File: src/rtl/life_grid_engine_if.sv
// life_grid_engine_if: plot request stream from the Life engine to the pixel writer
interface life_grid_engine_if #(parameter int COORD_W = 8);
  logic plot_valid;
  logic plot_ready;
  logic [COORD_W-1:0] plot_x;
  logic [COORD_W-1:0] plot_y;
  logic [2:0] plot_colour;
  modport master(output plot_valid, plot_x, plot_y, plot_colour, input plot_ready);
  modport slave(input plot_valid, plot_x, plot_y, plot_colour, output plot_ready);
endinterface

File: src/rtl/life_grid_engine.sv
// life_grid_engine: Conway's Life grid with load/clear/step commands and a changed-cell plot stream
module life_grid_engine #(
  parameter int GRID_W = 16,
  parameter int GRID_H = 16,
  parameter int COORD_W = 8,
  parameter bit WRAP = 1'b0,
  parameter logic [2:0] COLOUR_ALIVE = 3'b111,
  localparam int N = GRID_W * GRID_H,
  localparam int IW = $clog2(N),
  localparam int AW = $clog2(N + 1)
) (
  input  logic clock,
  input  logic reset_n,
  input  logic cmd_clear,
  input  logic cmd_load,
  input  logic cmd_step,
  input  logic [COORD_W-1:0] x_in,
  input  logic [COORD_W-1:0] y_in,
  input  logic cell_val,
  output logic busy,
  output logic done,
  output logic stable,
  output logic [15:0] gen_count,
  output logic [AW-1:0] alive_count,
  life_grid_engine_if.master plot
);
  typedef enum logic [2:0] {IDLE, LOAD_PLOT, SCAN, COMMIT, CLEAR} state_t;
  state_t state, state_d;
  logic [N-1:0] cur, nxt;
  logic [COORD_W-1:0] x, y, lx, ly;
  logic [AW-1:0] acc;
  logic [IW-1:0] ci, li;
  logic [3:0] cnt;
  logic lval, chg, adv, last, alive, nv, changed, in_range;
  int nx, ny;

  assign in_range = int'(x_in) < GRID_W && int'(y_in) < GRID_H;
  assign ci = IW'(int'(y) * GRID_W + int'(x));
  assign li = IW'(int'(y_in) * GRID_W + int'(x_in));
  assign last = int'(x) == GRID_W - 1 && int'(y) == GRID_H - 1;
  assign alive = cur[ci];
  assign nv = cnt == 4'd3 || (alive && cnt == 4'd2);
  assign changed = nv ^ alive;

  // neighbour count of the scan cell on the pre-step grid; off-grid cells are dead unless edges wrap
  always_comb begin
    cnt = '0;
    nx = 0;
    ny = 0;
    for (int dy = -1; dy <= 1; dy++)
      for (int dx = -1; dx <= 1; dx++) begin
        nx = int'(x) + dx;
        ny = int'(y) + dy;
        if (WRAP) begin
          nx = nx < 0 ? nx + GRID_W : nx >= GRID_W ? nx - GRID_W : nx;
          ny = ny < 0 ? ny + GRID_H : ny >= GRID_H ? ny - GRID_H : ny;
        end
        if ((dx != 0 || dy != 0) && nx >= 0 && nx < GRID_W && ny >= 0 && ny < GRID_H)
          cnt = cnt + 4'(cur[IW'(ny * GRID_W + nx)]);
      end
  end

  // next state, plot request and status strobes
  always_comb begin
    state_d = state;
    busy = state != IDLE;
    done = 1'b0;
    adv = 1'b0;
    plot.plot_valid = 1'b0;
    plot.plot_x = x;
    plot.plot_y = y;
    plot.plot_colour = 3'b000;
    case (state)
      IDLE: begin
        if (cmd_clear) state_d = CLEAR;
        else if (cmd_load) state_d = in_range ? LOAD_PLOT : IDLE;
        else if (cmd_step) state_d = SCAN;
      end
      LOAD_PLOT: begin
        plot.plot_valid = 1'b1;
        plot.plot_x = lx;
        plot.plot_y = ly;
        plot.plot_colour = lval ? COLOUR_ALIVE : 3'b000;
        if (plot.plot_ready) state_d = IDLE;
      end
      SCAN: begin
        plot.plot_valid = changed;
        plot.plot_colour = nv ? COLOUR_ALIVE : 3'b000;
        adv = !changed || plot.plot_ready;
        if (adv && last) state_d = COMMIT;
      end
      COMMIT: begin
        done = 1'b1;
        state_d = IDLE;
      end
      CLEAR: begin
        plot.plot_valid = alive;
        adv = !alive || plot.plot_ready;
        done = adv && last;
        if (adv && last) state_d = IDLE;
      end
      default: state_d = IDLE;
    endcase
  end

  // state register
  always_ff @(posedge clock or negedge reset_n)
    if (!reset_n) state <= IDLE;
    else state <= state_d;

  // grid storage, raster walker and counters
  always_ff @(posedge clock or negedge reset_n) begin
    if (!reset_n) begin
      cur <= '0;
      nxt <= '0;
      x <= '0;
      y <= '0;
      lx <= '0;
      ly <= '0;
      lval <= 1'b0;
      acc <= '0;
      chg <= 1'b0;
      stable <= 1'b0;
      gen_count <= '0;
      alive_count <= '0;
    end else begin
      case (state)
        IDLE: begin
          x <= '0;
          y <= '0;
          acc <= '0;
          chg <= 1'b0;
          if (!cmd_clear && cmd_load && in_range) begin
            cur[li] <= cell_val;
            if (cell_val != cur[li]) alive_count <= cell_val ? alive_count + AW'(1) : alive_count - AW'(1);
            lx <= x_in;
            ly <= y_in;
            lval <= cell_val;
          end
        end
        SCAN:
          if (adv) begin
            nxt[ci] <= nv;
            acc <= acc + AW'(nv);
            chg <= chg | changed;
            if (!last) begin
              x <= int'(x) == GRID_W - 1 ? '0 : x + COORD_W'(1);
              y <= int'(x) == GRID_W - 1 ? y + COORD_W'(1) : y;
            end
          end
        COMMIT: begin
          cur <= nxt;
          gen_count <= gen_count + 16'd1;
          alive_count <= acc;
          stable <= !chg;
        end
        CLEAR:
          if (adv) begin
            if (last) begin
              cur <= '0;
              alive_count <= '0;
            end else begin
              x <= int'(x) == GRID_W - 1 ? '0 : x + COORD_W'(1);
              y <= int'(x) == GRID_W - 1 ? y + COORD_W'(1) : y;
            end
          end
        default: ;
      endcase
    end
  end
endmodule

File: src/flat_wrapper.sv
// flat-port wrapper written by rule: the top's interface ports become plain ports
module life_grid_engine_flat 
#(
  parameter int GRID_W = 16,
  parameter int GRID_H = 16,
  parameter int COORD_W = 8,
  parameter bit WRAP = 1'b0,
  parameter logic [2:0] COLOUR_ALIVE = 3'b111,
  localparam int N = GRID_W * GRID_H,
  localparam int IW = $clog2(N),
  localparam int AW = $clog2(N + 1)
)
  (clock, reset_n, cmd_clear, cmd_load, cmd_step, x_in, y_in, cell_val, busy, done, stable, gen_count, alive_count, plot_plot_valid, plot_plot_x, plot_plot_y, plot_plot_colour, plot_plot_ready);
  life_grid_engine_if #(.COORD_W(COORD_W)) plot_i ();
  input  logic clock;
  input  logic reset_n;
  input  logic cmd_clear;
  input  logic cmd_load;
  input  logic cmd_step;
  input  logic [COORD_W-1:0] x_in;
  input  logic [COORD_W-1:0] y_in;
  input  logic cell_val;
  output logic busy;
  output logic done;
  output logic stable;
  output logic [15:0] gen_count;
  output logic [AW-1:0] alive_count;
  output wire logic [$bits(plot_i.plot_valid)-1:0] plot_plot_valid;
  output wire logic [$bits(plot_i.plot_x)-1:0] plot_plot_x;
  output wire logic [$bits(plot_i.plot_y)-1:0] plot_plot_y;
  output wire logic [$bits(plot_i.plot_colour)-1:0] plot_plot_colour;
  input wire logic [$bits(plot_i.plot_ready)-1:0] plot_plot_ready;
  assign plot_plot_valid = plot_i.plot_valid;
  assign plot_plot_x = plot_i.plot_x;
  assign plot_plot_y = plot_i.plot_y;
  assign plot_plot_colour = plot_i.plot_colour;
  assign plot_i.plot_ready = plot_plot_ready;
  life_grid_engine #(.GRID_W(GRID_W), .GRID_H(GRID_H), .COORD_W(COORD_W), .WRAP(WRAP), .COLOUR_ALIVE(COLOUR_ALIVE)) u_core (.clock(clock), .reset_n(reset_n), .cmd_clear(cmd_clear), .cmd_load(cmd_load), .cmd_step(cmd_step), .x_in(x_in), .y_in(y_in), .cell_val(cell_val), .busy(busy), .done(done), .stable(stable), .gen_count(gen_count), .alive_count(alive_count), .plot(plot_i));
endmodule
File: config.mk
export PLATFORM = sky130hd
export DESIGN_NAME = life_grid_engine_flat
export DESIGN_NICKNAME = d
export VERILOG_FILES = /design/src/rtl/life_grid_engine_if.sv /design/src/rtl/life_grid_engine.sv /design/src/flat_wrapper.sv
export SDC_FILE = /design/constraint.sdc
export NUM_CORES = 2
export LEC_CHECK = 0
export BUFFER_PORTS_ARGS = -buffer_cell sky130_fd_sc_hd__buf_2
export CAP_MARGIN = 30
export CORE_MARGIN = 1
export CORE_UTILIZATION = 25
export CTS_CLUSTER_SIZE = 28
export DETAILED_ROUTE_END_ITERATION = 8
export MAX_ROUTING_LAYER = met4
export PLACE_DENSITY = 0.38
export SKIP_CTS_REPAIR_TIMING = 1
export SLEW_MARGIN = 20
export SYNTH_ARGS = -nofsm -noshare
export SYNTH_HDL_FRONTEND = slang
export SYNTH_SLANG_ARGS = --single-unit
File: constraint.sdc
create_clock -name clock -period 11.68 [get_ports clock]
set_input_delay 1.752 -clock clock [delete_from_list [all_inputs] [get_ports clock]]
set_output_delay 1.752 -clock clock [all_outputs]
set_load 0.02 [all_outputs]
======== Yosys cells after proc, flatten, opt, wreduce, memory -nomap -nowiden ========
Cells that the tools add are included.
cells by class
  eq/ne operators ......................... 21
  muxes and demuxes ....................... 80
  $lt $le $gt $ge ......................... 26
  bitwise operators ....................... 2
  reductions and logical operators ........ 49
  add/sub/neg operators ................... 27
operators by type and width
  operator                                              number
  2-to-1 mux 256 bit                                    3
  case mux 256 bit (3 select lines)                     1
  bitwise mux 256 bit                                   2
  adder 8 bit                                           10
  binary-select mux 1 bit (select 8 bit)                10
  < comparator 8 x 10 -> 1 bit, second input constant   8
  2-to-1 mux 8 bit                                      8
  2-to-1 mux 9 bit                                      6
  >= comparator 8 x 1 -> 1 bit, second input constant   4
  < comparator 8 x 5 -> 1 bit, second input constant    4
  case mux 8 bit (2 select lines)                       2
  logical AND 1 bit                                     28
  2-to-1 mux 4 bit                                      7
  case mux 9 bit (3 select lines)                       1
  adder 4 x 1 -> 4 bit                                  6
  2-to-1 mux 3 bit                                      8
  2-to-1 mux 1 bit                                      23
  adder 9 x 1 -> 10 bit, second input constant          2
  >= comparator 10 x 1 -> 1 bit, second input constant  2
  < comparator 10 x 6 -> 1 bit, second input constant   2
  adder 8 x 1 -> 9 bit, second input constant           2
  >= comparator 9 x 1 -> 1 bit, second input constant   2
  < comparator 8 x 9 -> 1 bit, second input constant    2
  < comparator 9 x 5 -> 1 bit, second input constant    2
  33 further kinds                                      60
storage, ports and cells
  output and inout bits ................... 48
  flip-flop bits (word level) ............. 584

======== Logic depth before layout (Yosys ltp) ========
  depth in word-level cells ............... 29
  gate-level depth with buffers ........... 56

======== Worst setup path after synthesis ========
Ideal clock, no wire load.
  path kind ............................... register to output
  start point ............................. register u_core.x[1]
  end point ............................... output port plot_plot_colour[1]
  cell stages (with the launch flop) ...... 48
  arrival time ............................ 11.020 ns
  required time ........................... 9.928 ns
  path slack .............................. -1.092 ns
  buffers on the path ..................... 12
  path through ............................ dfrtp_1 buf_2 buf_1 buf_1 inv_1 ha_1 clkbuf_1 buf_1 clkbuf_1 clkbuf_1 buf_1 mux4_2 mux2_2 mux2_2 mux2i_1 mux4_2 mux2i_1 ha_1 [... 12 more ...] inv_1 ha_1 nand4_1 nand2_1 ha_1 nor2_1 a31oi_1 ha_1 and3_1 nand3b_1 a211oi_4 a41oi_1 a21o_1 clkbuf_1 clkbuf_1 clkbuf_1 o21ai_0 buf_4
between the ends
  longest elaborated chain between the ends .. 25
ends and longest elaborated chain
  item                                                                                       line                                            text
  from (decl)                                                                                life_grid_engine.sv:30                          logic [COORD_W-1:0] x, y, lx, ly;
  from (signal assigned)                                                                     life_grid_engine.sv:147                         x <= int'(x) == GRID_W - 1 ? '0 : x + COORD_W'(1);
  from (signal assigned)                                                                     life_grid_engine.sv:163                         x <= int'(x) == GRID_W - 1 ? '0 : x + COORD_W'(1);
  adder 9 x 1 -> 10 bit                                                                      life_grid_engine.sv:52                          nx = int'(x) + dx;
  adder 8 bit (tied with other cells)                                                        life_grid_engine.sv:59                          cnt = cnt + 4'(cur[IW'(ny * GRID_W + nx)]);
  binary-select mux 1 bit (select 8 bit) or logical AND 1 bit (tied branches)                life_grid_engine.sv:59, life_grid_engine.sv:58
  2-to-1 mux 1 bit (not written as such) or logical AND 1 bit (tied branches) (2 in series)  life_grid_engine.sv:59, life_grid_engine.sv:58
  2-to-1 mux 1 bit                                                                           life_grid_engine.sv:58                          if ((dx != 0 || dy != 0) && nx >= 0 && nx < GRID_W && ny >= 0 && ny < GRID_H)
  adder 1 x 1 -> 2 bit                                                                       life_grid_engine.sv:59
  2-to-1 mux 4 bit                                                                           life_grid_engine.sv:58
  adder 4 x 1 -> 4 bit                                                                       life_grid_engine.sv:59
  [... 8 more ...]                                                                           -
  2-to-1 mux 4 bit                                                                           life_grid_engine.sv:58
  adder 4 x 1 -> 4 bit                                                                       life_grid_engine.sv:59
  2-to-1 mux 4 bit                                                                           life_grid_engine.sv:58
  == test 4 x 2 -> 1 bit                                                                     life_grid_engine.sv:42                          assign nv = cnt == 4'd3 || (alive && cnt == 4'd2);
  logical AND 1 bit                                                                          life_grid_engine.sv:42
  logical OR 1 bit (*)                                                                       life_grid_engine.sv:42
  2-to-1 mux 3 bit (*)                                                                       life_grid_engine.sv:88                          plot.plot_colour = nv ? COLOUR_ALIVE : 3'b000;
  case mux 3 bit (2 select lines) (*)                                                        life_grid_engine.sv:73                          case (state)
  to (decl)                                                                                  flat_wrapper.sv:31                              output wire logic [$bits(plot_i.plot_colour)-1:0] plot_plot_colour;
Mark *: on every way between the ends. The rest lies on a longest branch, timed or not. The select of a mux whose other input is x is not followed.

======== Worst setup path after layout ========
  start point ............................. register u_core.x[1]
  end point ............................... output port plot_plot_valid
between the ends
  longest elaborated chain between the ends .. 25
ends and longest elaborated chain
  item                                                                                       line                                            text
  adder 9 x 1 -> 10 bit                                                                      life_grid_engine.sv:52
  adder 8 bit (tied with other cells)                                                        life_grid_engine.sv:59
  binary-select mux 1 bit (select 8 bit) or logical AND 1 bit (tied branches)                life_grid_engine.sv:59, life_grid_engine.sv:58
  2-to-1 mux 1 bit (not written as such) or logical AND 1 bit (tied branches) (2 in series)  life_grid_engine.sv:59, life_grid_engine.sv:58
  2-to-1 mux 1 bit                                                                           life_grid_engine.sv:58
  adder 1 x 1 -> 2 bit                                                                       life_grid_engine.sv:59
  2-to-1 mux 4 bit                                                                           life_grid_engine.sv:58
  adder 4 x 1 -> 4 bit                                                                       life_grid_engine.sv:59
  [... 8 more ...]                                                                           -
  2-to-1 mux 4 bit                                                                           life_grid_engine.sv:58
  adder 4 x 1 -> 4 bit                                                                       life_grid_engine.sv:59
  2-to-1 mux 4 bit                                                                           life_grid_engine.sv:58
  == test 4 x 2 -> 1 bit                                                                     life_grid_engine.sv:42
  logical AND 1 bit                                                                          life_grid_engine.sv:42
  logical OR 1 bit                                                                           life_grid_engine.sv:42
  bitwise XOR 1 bit                                                                          life_grid_engine.sv:43                          assign changed = nv ^ alive;
  case mux 1 bit (3 select lines) (*)                                                        life_grid_engine.sv:73
  to (decl)                                                                                  flat_wrapper.sv:28                              output wire logic [$bits(plot_i.plot_valid)-1:0] plot_plot_valid;
Marked as above.

==> summary.md <==
| Metric | Value |
|---|---|
| Clk pwr share | 24.3% |
| Synth top area share | 34.6% |
| Seq/Total Area, Yosys | 34.6% |
| GRT Resource Usage Total | 23.9% |
| FP Rows | 150 |
| Slowest library cell on the worst path | mux4_2 |
| Vias | 38.1k |
| Delay-heaviest family, CP | adder cells |
| Nets@finish | 4144 |
| Maxcap violations | 0 |
| Worst setup SP type | flop |
| Count leader, synth | dfrtp_1 |
| Power density over the cells | 225 nW/um2 |
| Crit path depth | 43 |
| Crit path buffers/inverters | 6 |
| CP Capture Type | output pin |
| IR drop worst, VDD | 0.000467 V |
| DRT iter0 DRCs | 4466 |
| Htree depth | 3 |
| Worst Path Arrival | 9.69 ns |
| Clk Latency, worst-skew pair | 0.72 ns |
| Vias in the first global route | 35.5k |
| EDFF count, synth | 0 |
| Post-route ant nets | 0 |
| Design area | 48300 um2 |
| YS warnings | 0 |
| Placed Area | 45000 um2 |
| Total die area | 170000 um2 |
| Top cell type by total area after synthesis | dfrtp_1 |
| CTS max path bufs | 3 |
| WL per Instance | 32.1 um |
| Layout Cells excl Fill | 6331 |
| Fillers | 17.4k |
| Initial Utilization | 25.2% |
| Post-synthesis async set-or-reset flop share | 100% |
| CP required | 9.93 ns |
| Clock Sink Count | 584 |
| Clk root buf | clkbuf_16 |
| Hold Crit Depth | 1 |
| I/O pin total | 71 |
| Library cells used by synthesis | 83 |
| CP max stage delay | 0.60 ns |
| Synth cell count leaders | 584 x dfrtp_1, 565 x a21oi_1, 420 x clkbuf_1, 337 x nor2_1, 290 x o21ai_0 |
| Initial antenna violation count | 5 |
| M1 GR Usage | 33.0% |
| Internal power | 5.53 mW |
| Post-Syn Nets | 4307 |
| First-pass GRT wire length | 287 mm |
| Global route hottest layer | met2 |
| Final Hold Vio Count | 0 |
| Mapped cell area | 42200 um2 |
| Placement Setup Slack | 0.313 ns |
| Worst Skew | 0.0405 ns |
| Psw | 5.35 mW |
| TritonCTS clock tree | yes |
| Comb pwr share | 55.9% |
| Worst-margin pin slew | 1.06 ns |
| Global route overflow | 0 |
| Post-synth top flop | dfrtp_1 |
| Worst Hold Class | flop to flop |
| Critical path type | flop to output pin |
| Worst Reg-to-Reg Cells | 47 |
| IO Port Bufs | 70 |
| Final Hold Slack | 0.462 ns |
| Final worst-path cycle share | 98.0% |
| Routability Congestion | 0.942 |
| Fin crit period | 11.44 ns |
| Clk slew on worst S/H paths | 0.06 ns |
| Status | complete, no violations |
| Slew Limit Fails | 0 |
| Gate Count Post-Synth | 4217 |
| Core ar. | 167000 um2 |
| Share of cells above drive strength 1 | 24.1% |
| CP most frequent cell | ha_1 |
| Final WS setup | 0.237 ns |
| Met2 Resource Use GR | 36.0% |
| Yosys reg bits | 584 |
| Die width | 413 um |
| Routed vias/inst | 6.01 |
| Top post-synthesis cells by area | dfrtp_1 35%, mux4_2 15%, a21oi_1 6.7% |
| Post-route DRC violation count | 0 |
| TritonCTS Buffers | 81 |
| Die extent in y | 413 um |
| Pleak | 17.5 nW |
| CP max FO | 4 |
| Sw frac | 49.2% |
| Placed Cells | 6150 |
| Achievable Freq | 0.0874 GHz |
| Slew margin rel. | 29.4% |
| Avg Synthesized Cell Area | 10.0 um2 |
| Met3 Resource Use GR | 3.55% |
| Pre-antenna DRT Iters | 5 |
| Area growth syn-to-layout | 14.5% |
| Register share of total power | 19.8% |
| Largest net degree at the start of global routing | 190 |
| HPWL after DPL | 128 mm |
| Finish-stage setup viols | 0 |
| Post-Route WL | 203 mm |
[power by group through the flow]
stage | combinational, mW | clock [mW] | sequential (mW)
final | 6.09 | 2.64 | 2.16
after global routing | 6.40 | 2.77 | 2.16
after CTS | 5.70 | 2.71 | 2.15
after detailed placement | 5.69 | 0 | 2.19
after global placement | 5.73 | 0 | 2.19
after floorplan | 3.84 | 0 | 2.17
[stage by stage]
step                total power [mW]  TNS [ns]  util (%)
floorplan                       6.01         0         -
global placement                7.92         0      26.8
detailed placement              7.88         0      26.9
CTS                             10.6     -1.35      28.5
global route                    11.3   -0.0585      28.8
finish                          10.9         0      28.9
[per-layer routing]
layer  routed length [um]  part of all wire [%]  vias up
met2                92100                    45     1528
met1                92700                    46    20000
li1                     -                     -    16300
met4                 5840                   2.9        0
met5                    0                     0        -
met3                12300                   6.1      238
[sequential cells by signal, indices dropped and copies added, names as in the netlist]
signal              cells
u_core.stable           1
u_core.y                8
u_core.chg              1
u_core.alive_count      9
u_core.acc              9
u_core.state            3
u_core.lx               8
u_core.lval             1
u_core.gen_count       16
u_core.x                8
u_core.ly               8
u_core.cur            256
u_core.nxt            256
[cell type report]
class	instances	area [um2]	area share, %
clock inverters	18	250	0.518
multi-input cells	3079	25700	53.2
flip-flops and latches	584	14600	30.3
well taps	2204	2760	5.71
clock buffers	130	2540	5.27
repair buffers	274	2300	4.76
diodes	8	20.0	0.0414
inverters	34	130	0.269
[cells by family after synthesis]
| logic type | Yosys count | share of synthesized area, % |
|---|---|---|
| and+or+nand+nor | 742 | 8.17 |
| DFF | 584 | 34.6 |
| xor gates and xnor gates | 79 | 1.64 |
| muxes | 425 | 18.7 |
| AOI/OAI and AO/OA | 1765 | 29.1 |
| adders and majority gates | 68 | 2.21 |
| buffers and inverters | 554 | 5.59 |
[placed cells by master (no fill, tap or decap), types with 52 or more instances in the layout]
cell,count
buf_2,67
buf_4,173
a21oi_1,563
nand3_1,54
mux2_2,52
o21ai_0,287
dfrtp_1,581
a31oi_1,267
clkbuf_16,85
o41ai_1,119
mux2i_1,88
o41ai_2,143
o31ai_1,261
nand2_1,138
mux4_2,284
nor2_1,333
[path summary, 6_finish.rpt]
check / startpoint / to / slack, ns
max: u_core.x[1] / plot_plot_valid / 0.24
min: u_core.gen_count[15] / u_core.gen_count[15] / 0.46
max reg2reg: u_core.x[1] / u_core.nxt[6] / 1.28
min reg2reg: u_core.gen_count[15] / u_core.gen_count[15] / 0.46
max in group asynchronous: reset_n / u_core.gen_count[13] / 8.27
min in group asynchronous: reset_n / u_core.nxt[132] / 1.14
Power figures use the tool's default switching activity.
